--- src/rtl/spi_master.sv ---
// Command-driven SPI master: each accepted command becomes one 16-bit frame
// (7-bit address MSB first, rw bit, 8 data bits MSB first) with one response pulse.
module spi_master #(
  parameter int CLKDIV = 4
) (
  input  logic       clk,
  input  logic       reset,
  input  logic       cmd_valid,
  output logic       cmd_ready,
  input  logic [6:0] cmd_addr,
  input  logic       cmd_rw,
  input  logic [7:0] cmd_wdata,
  output logic       rsp_valid,
  output logic [7:0] rsp_rdata,
  output logic       sclk_pin,
  output logic       cs_pin,
  output logic       mosi_pin,
  input  logic       miso_pin
);

  localparam int DIV_W = (CLKDIV > 1) ? $clog2(CLKDIV) : 1;
  localparam logic [DIV_W-1:0] DIV_LAST = DIV_W'(CLKDIV - 1);

  localparam logic [2:0] ST_IDLE  = 3'd0;
  localparam logic [2:0] ST_SETUP = 3'd1;
  localparam logic [2:0] ST_HIGH  = 3'd2;
  localparam logic [2:0] ST_LOW   = 3'd3;
  localparam logic [2:0] ST_GAP   = 3'd4;

  logic [2:0]       state_q, state_d;
  logic [DIV_W-1:0] div_q, div_d;
  logic [3:0]       bit_q, bit_d;
  logic [15:0]      shift_q, shift_d;
  logic             rd_q, rd_d;
  logic [7:0]       rx_q, rx_d;
  logic             gap_half_q, gap_half_d;
  logic             cmd_ready_q, cmd_ready_d;
  logic             rsp_valid_q, rsp_valid_d;
  logic [7:0]       rsp_rdata_q, rsp_rdata_d;
  logic             sclk_q, sclk_d;
  logic             cs_q, cs_d;
  logic             mosi_q, mosi_d;
  logic             div_last;

  assign div_last = (div_q == DIV_LAST);

  // Handshake: a command transfers on a clk edge where cmd_valid && cmd_ready;
  // cmd_ready is high only in IDLE, so cmd_valid at any other time is ignored.
  always_comb begin
    state_d     = state_q;
    div_d       = div_q;
    bit_d       = bit_q;
    shift_d     = shift_q;
    rd_d        = rd_q;
    rx_d        = rx_q;
    gap_half_d  = gap_half_q;
    cmd_ready_d = cmd_ready_q;
    rsp_valid_d = 1'b0;
    rsp_rdata_d = rsp_rdata_q;
    sclk_d      = sclk_q;
    cs_d        = cs_q;
    mosi_d      = mosi_q;
    case (state_q)
      ST_IDLE: begin
        if (cmd_valid && cmd_ready_q) begin
          state_d     = ST_SETUP;
          div_d       = '0;
          bit_d       = 4'd0;
          shift_d     = {cmd_addr, cmd_rw, (cmd_rw ? 8'h00 : cmd_wdata)};
          rd_d        = cmd_rw;
          gap_half_d  = 1'b0;
          cmd_ready_d = 1'b0;
          cs_d        = 1'b0;
          sclk_d      = 1'b0;
          mosi_d      = cmd_addr[6];
        end
      end
      ST_SETUP: begin
        if (div_last) begin
          state_d = ST_HIGH;
          div_d   = '0;
          sclk_d  = 1'b1;
        end else begin
          div_d = div_q + DIV_W'(1);
        end
      end
      ST_HIGH: begin
        if (div_last) begin
          state_d = ST_LOW;
          div_d   = '0;
          sclk_d  = 1'b0;
          // Data bits of a read are sampled as late as possible in the high phase.
          if (rd_q && bit_q[3]) rx_d = {rx_q[6:0], miso_pin};
          if (bit_q != 4'd15) begin
            shift_d = shift_q << 1;
            mosi_d  = shift_q[14];
          end
        end else begin
          div_d = div_q + DIV_W'(1);
        end
      end
      ST_LOW: begin
        if (div_last) begin
          div_d = '0;
          if (bit_q == 4'd15) begin
            state_d     = ST_GAP;
            gap_half_d  = 1'b0;
            cs_d        = 1'b1;
            mosi_d      = 1'b0;
            rsp_valid_d = 1'b1;
            rsp_rdata_d = rd_q ? rx_q : 8'h00;
          end else begin
            state_d = ST_HIGH;
            bit_d   = bit_q + 4'd1;
            sclk_d  = 1'b1;
          end
        end else begin
          div_d = div_q + DIV_W'(1);
        end
      end
      ST_GAP: begin
        // Two divider passes give the 2*CLKDIV chip-select high time.
        if (div_last) begin
          div_d = '0;
          if (gap_half_q) begin
            state_d     = ST_IDLE;
            cmd_ready_d = 1'b1;
          end else begin
            gap_half_d = 1'b1;
          end
        end else begin
          div_d = div_q + DIV_W'(1);
        end
      end
      default: begin
        state_d     = ST_IDLE;
        div_d       = '0;
        cmd_ready_d = 1'b1;
        cs_d        = 1'b1;
        sclk_d      = 1'b0;
        mosi_d      = 1'b0;
      end
    endcase
  end

  always_ff @(posedge clk or posedge reset) begin
    if (reset) begin
      state_q     <= ST_IDLE;
      div_q       <= '0;
      bit_q       <= 4'd0;
      shift_q     <= 16'h0000;
      rd_q        <= 1'b0;
      rx_q        <= 8'h00;
      gap_half_q  <= 1'b0;
      cmd_ready_q <= 1'b1;
      rsp_valid_q <= 1'b0;
      rsp_rdata_q <= 8'h00;
      sclk_q      <= 1'b0;
      cs_q        <= 1'b1;
      mosi_q      <= 1'b0;
    end else begin
      state_q     <= state_d;
      div_q       <= div_d;
      bit_q       <= bit_d;
      shift_q     <= shift_d;
      rd_q        <= rd_d;
      rx_q        <= rx_d;
      gap_half_q  <= gap_half_d;
      cmd_ready_q <= cmd_ready_d;
      rsp_valid_q <= rsp_valid_d;
      rsp_rdata_q <= rsp_rdata_d;
      sclk_q      <= sclk_d;
      cs_q        <= cs_d;
      mosi_q      <= mosi_d;
    end
  end

  assign cmd_ready = cmd_ready_q;
  assign rsp_valid = rsp_valid_q;
  assign rsp_rdata = rsp_rdata_q;
  assign sclk_pin  = sclk_q;
  assign cs_pin    = cs_q;
  assign mosi_pin  = mosi_q;

endmodule

--- config.mk ---
export PLATFORM = sky130hd
export DESIGN_NAME = spi_master
export DESIGN_NICKNAME = d
export VERILOG_FILES = /design/src/rtl/spi_master.sv
export SDC_FILE = /design/constraint.sdc
export NUM_CORES = 1
export LEC_CHECK = 0
export BUFFER_PORTS_ARGS = -buffer_cell sky130_fd_sc_hd__buf_4
export CAP_MARGIN = 20
export CORE_MARGIN = 1
export CORE_UTILIZATION = 55
export DETAILED_ROUTE_END_ITERATION = 8
export GPL_TIMING_DRIVEN = 0
export PLACE_DENSITY = 0.84
export SLEW_MARGIN = 25
export SYNTH_ARGS = -nofsm -noshare
export SYNTH_HDL_FRONTEND = slang
export SYNTH_SLANG_ARGS = --single-unit
--- constraint.sdc ---
create_clock -name clk -period 3.4 [get_ports clk]
set_input_delay 0.85 -clock clk [delete_from_list [all_inputs] [get_ports clk]]
set_output_delay 0.85 -clock clk [all_outputs]
set_load 0.01 [all_outputs]
---- Yosys cells after proc, flatten, opt, wreduce, memory -nomap -nowiden ----
Index checks and enable logic that the tools add are counted.
cells by class
  multiplexer cells ....................... 43
  eq/ne operators ......................... 16
  reduce and logical (&&, ||, !) cells .... 21
  bitwise gates (word level) .............. 4
  $add $sub $neg .......................... 2
operators by type and width
  operator               count
  $mux W15               3
  $pmux W15 S2           1
  $mux W3                7
  $ne A2 B2 Y1 const B   9
  $reduce_and A6 Y1      3
  $mux W1                17
  $mux W8                2
  $reduce_and A4 Y1      4
  $pmux W3 S5            1
  $mux W4                3
  $pmux W1 S3            3
  $pmux W4 S2            1
  $eq A3 B2 Y1 const B   2
  $reduce_and A3 Y1      2
  $reduce_or A3 Y1       2
  $pmux W1 S5            1
  $reduce_and A5 Y1      1
  $add A4 B1 Y4 const B  1
  $eq A4 B4 Y1 const B   1
  $mux W2                2
  $ne A4 B4 Y1 const B   1
  $not A1 Y1             4
  $pmux W1 S4            1
  $pmux W2 S2            1
  other kinds (11)       13
word-level totals
  bits in registers ....................... 47
  input bits .............................. 20
  output and inout port bits .............. 13

---- Longest topological paths before layout ----
  word-level depth ........................ 4
  gate-level depth with buffers ........... 7
  depth with buffers taken out ............ 6

---- Worst setup path after synthesis ----
Ideal clock, no wire load.
  kind .................................... input to register
  from .................................... in cmd_valid
  to ...................................... reg shift_q[10]
  slack ................................... 1.621 ns
  arrival ................................. 1.700 ns
  data required time ...................... 3.321 ns
  cell stages on the path ................. 5
  cell sequence ........................... a21oi_1 > nor3_4 > a21boi_4 > buf_6 > a2bb2oi_1
on the way
  word-level cells in the longest chain between the ends .. 3
RTL lines
  what                                RTL line  source
  start: declaration                  8         input logic cmd_valid,
  $logic_and A1 B1 Y1                 65        if (cmd_valid && cmd_ready_q) begin
  $ne A2 B2 Y1 (no source line)       --
  $reduce_and A4 Y1 (no source line)  --
  end signal: assignment              165       shift_q <= shift_d;
  end: declaration                    33        logic [15:0] shift_q, shift_d;
No other way between the ends.
A chain may end at the register's enable or synchronous reset.

---- Final worst setup path ----
  from .................................... reg div_q[0]
  to ...................................... reg rx_q[2]
on the way
  word-level cells in the longest chain between the ends .. 2
RTL lines
  what                                RTL line  source
  start: declaration                  31        logic [DIV_W-1:0] div_q, div_d;
  start signal: assignment            163       div_q <= div_d;
  $eq A2 B2 Y1                        45        assign div_last = (div_q == DIV_LAST);
  $reduce_and A3 Y1 (no source line)  --
  end signal: assignment              167       rx_q <= rx_d;
  end: declaration                    35        logic [7:0] rx_q, rx_d;
No other way between the ends.

==> run summary <==
die height - 65.7 µm
synth unique cells - 44
Post-Syn Area - 2230 µm²
min Tclk post-route - 1.85 ns
R2R setup slack - 1.55 ns
Post-Route Utilization - 70.9%
DP Area - 2540 µm²
setup violators final - 0
setup slack after layout - 1.55 ns
ranking of synthesized cells by area - dfrtp_1 (51%), mux2_2 (5.6%), o22ai_1 (4.8%), nand2_1 (4.4%), a2bb2oi_1 (4.3%)
Crit Path Max Fanout - 8
Overflow after GRT - 0
drt drc - 0
Peak VDD IR - 590 µV
number of buffers added on ports - 31
first drt pass iteration count - 4
Worst setup EP type - flip-flop
Post-Place Setup Slack - 1.28 ns
H-tree Lvls - 2
via/cell ratio - 5.77
WP data required - 3.59 ns
ys async rst share - 100%
number of DRC violations after detailed-routing iteration 0 - 165
drt total wl - 4370 µm
RSZ-0062 raised after global routing - false
Sink Count - 47
Clock Latency Late Sink - 0.30 ns
Bufs on Longest Clock Path - 2
post-synthesis net count - 228
max-cap violations - 0
top-area cell type share of the netlist area - 50.5%
HP Start - cs_pin$_DFFE_PP1P_
Post-synth EDFFs - 0
Startpoint Class - flip-flop
cts hold-fix bufs - 0
Internal - 1490 µW
GR met3 Demand/Resource - 5.38%
R2R depth - 4
die width - 65.7 µm
Mapped Avg Cell Area - 10.8 µm²
number of global-route vias before repair - 1,647
Detail Route Antenna Nets - 0
Final Skew - 0.00663 ns
largest net degree at the start of global routing - 27
synthesized flop and latch total - 47
critical path launch point - div_q[0]$_DFFE_PP0N_
top post-synthesis cells by count - dfrtp_1 (45), nand2_1 (26), o22ai_1 (17)
P&R area growth vs syn - 20.0%
hpwl dp - 3070 µm
hold crit path type - flip-flop to flip-flop
number of post-CTS setup repair buffers - 0
CTS clk-pin slew, worst paths - 0.09 ns
dominant cell by count in the synthesized netlist - dfrtp_1
slew margin rel. - 59.9%
status - finished, final reports clean
Resized cells post-CTS - 0
Clock power frac - 21.1%
gpl congestion - 0.844
Ports - 33
Final Hold Vio Count - 0
critical path class - flip-flop to flip-flop
Main synth FF type - dfrtp_1
first-pass GRT wire length - 7380 µm
Starting Density - 59.1%
Final nets - 267
drt wl/cell - 14.8 µm
post-synthesis sequential area ratio - 52.9%
reg-to-reg startpoint - div_q[0]$_DFFE_PP0N_
Max Slew Vio Count - 0
Pwr per Cell Area - 848 nW/µm²
GR Layer Usage met1 - 30.4%
Die ar. - 4310 µm²
fin area - 2680 µm²
Leak - 0.00122 µW
hold depth - 2
initial antenna violation count - 0
Comb power frac - 40.0%
leading area contributor after synthesis - dfrtp_1
Post-Syn Instances - 206
gr usage total - 22.8%
Final Cycle Share - 54.5%
core area - 3770 µm²
setup TNS - 0 ns
placed insts - 286
Psw - 780 µW
routed vias - 1,695
worst slew pin tran - 0.597 ns
# rows - 22
# diodes - 0
share of cells above drive strength 1 - 30.1%
register share of total power - 38.9%
Max Clk Rate - 539 MHz
CTS Buf Count - 5
crit path DAT - 2.04 ns
Post-Layout Cell Count - 294
Sw Ratio - 34.4%
CTS tree - built
yosys warns - 0
GRT met2 Usage - 35.8%
grt peak-use layer - met2
CTS Root Cell - clkbuf_8
## kinds of logic after synthesis
group | after synthesis | synth area share, %
mux | 11 | 5.56
compound gates | 54 | 18.4
xor+xnor | 2 | 0.786
simple gates | 71 | 16.8
fa+ha+maj | 2 | 1.12
buf+inv | 19 | 4.49
flops | 47 | 52.9
## state kept, by name, indices dropped and copies added, names as in the netlist
name / count
shift_q: 15
state_q: 3
sclk_pin: 1
mosi_pin: 1
cs_pin: 1
rsp_rdata: 8
gap_half_q: 1
bit_q: 4
rsp_valid: 1
cmd_ready: 1
div_q: 2
rx_q: 8
rd_q: 1
## critical path, stage by stage (launching register included)
cell	delay (ns)
dfrtp_1	0.40
ha_1	0.20
nand2_1	0.17
nor4_4	0.57
mux2_2	0.40
## routing by layer
layer,wire [µm],up-vias
met1,2010,821
met5,0,-
met4,63,0
met2,2110,44
met3,184,6
li1,-,824
## layout by cell type, fill, tap and decap left out, types with 2 or more instances in the layout
| master | count |
|---|---|
| nor3_1 | 3 |
| o211ai_1 | 3 |
| buf_6 | 2 |
| bufinv_16 | 2 |
| nand2_1 | 26 |
| nand3_1 | 15 |
| a2bb2oi_2 | 3 |
| nor2b_1 | 7 |
| inv_1 | 3 |
| o21ai_0 | 5 |
| dfstp_2 | 2 |
| dfrtp_1 | 45 |
| a31oi_1 | 3 |
| clkbuf_1 | 3 |
| mux2_2 | 11 |
| clkbuf_8 | 5 |
| buf_2 | 8 |
| buf_4 | 32 |
| a2bb2oi_1 | 11 |
| nor2_1 | 7 |
| nand4_1 | 2 |
| ha_1 | 2 |
| a21oi_1 | 5 |
| o22ai_1 | 17 |
## power groups by stage
| stage | Clock [µW] | Sequential (µW) | Combinational [µW] |
|---|---|---|---|
| finish | 479 | 882 | 906 |
| detailed placement | 0 | 889 | 904 |
| global route | 512 | 906 | 1000 |
| floorplan | 0 | 869 | 711 |
| global placement | 0 | 883 | 871 |
| CTS | 487 | 881 | 908 |
## worst paths after layout
check | to
worst max-delay path | rx_q[2]$_DFFE_PP0P_
worst min-delay path | cs_pin$_DFFE_PP1P_
worst max register to register | rx_q[2]$_DFFE_PP0P_
worst min register to register | cs_pin$_DFFE_PP1P_
max in group asynchronous | bit_q[3]$_DFFE_PP0P_
min in group asynchronous | shift_q[3]$_DFFE_PP0P_
## area by class of cell
type	instances	area [µm²]
tap	48	60.1
clock buffer	6	72.6
sequential	47	1180
timing repair buffer	32	253
multi-input combinational	140	951
fill	272	1100
clock inverter	2	60.1
buffer	14	81.3
inverter	5	18.8
## through the flow
step / total power, µW / hold WS [ns]
final: 2270 / 0.475
after global routing: 2420 / 0.499
after CTS: 2280 / 0.478
after detailed placement: 1790 / 0.465
after global placement: 1750 / 0.457
after floorplan: 1580 / 0.463
(Power assumes the default switching activity.)
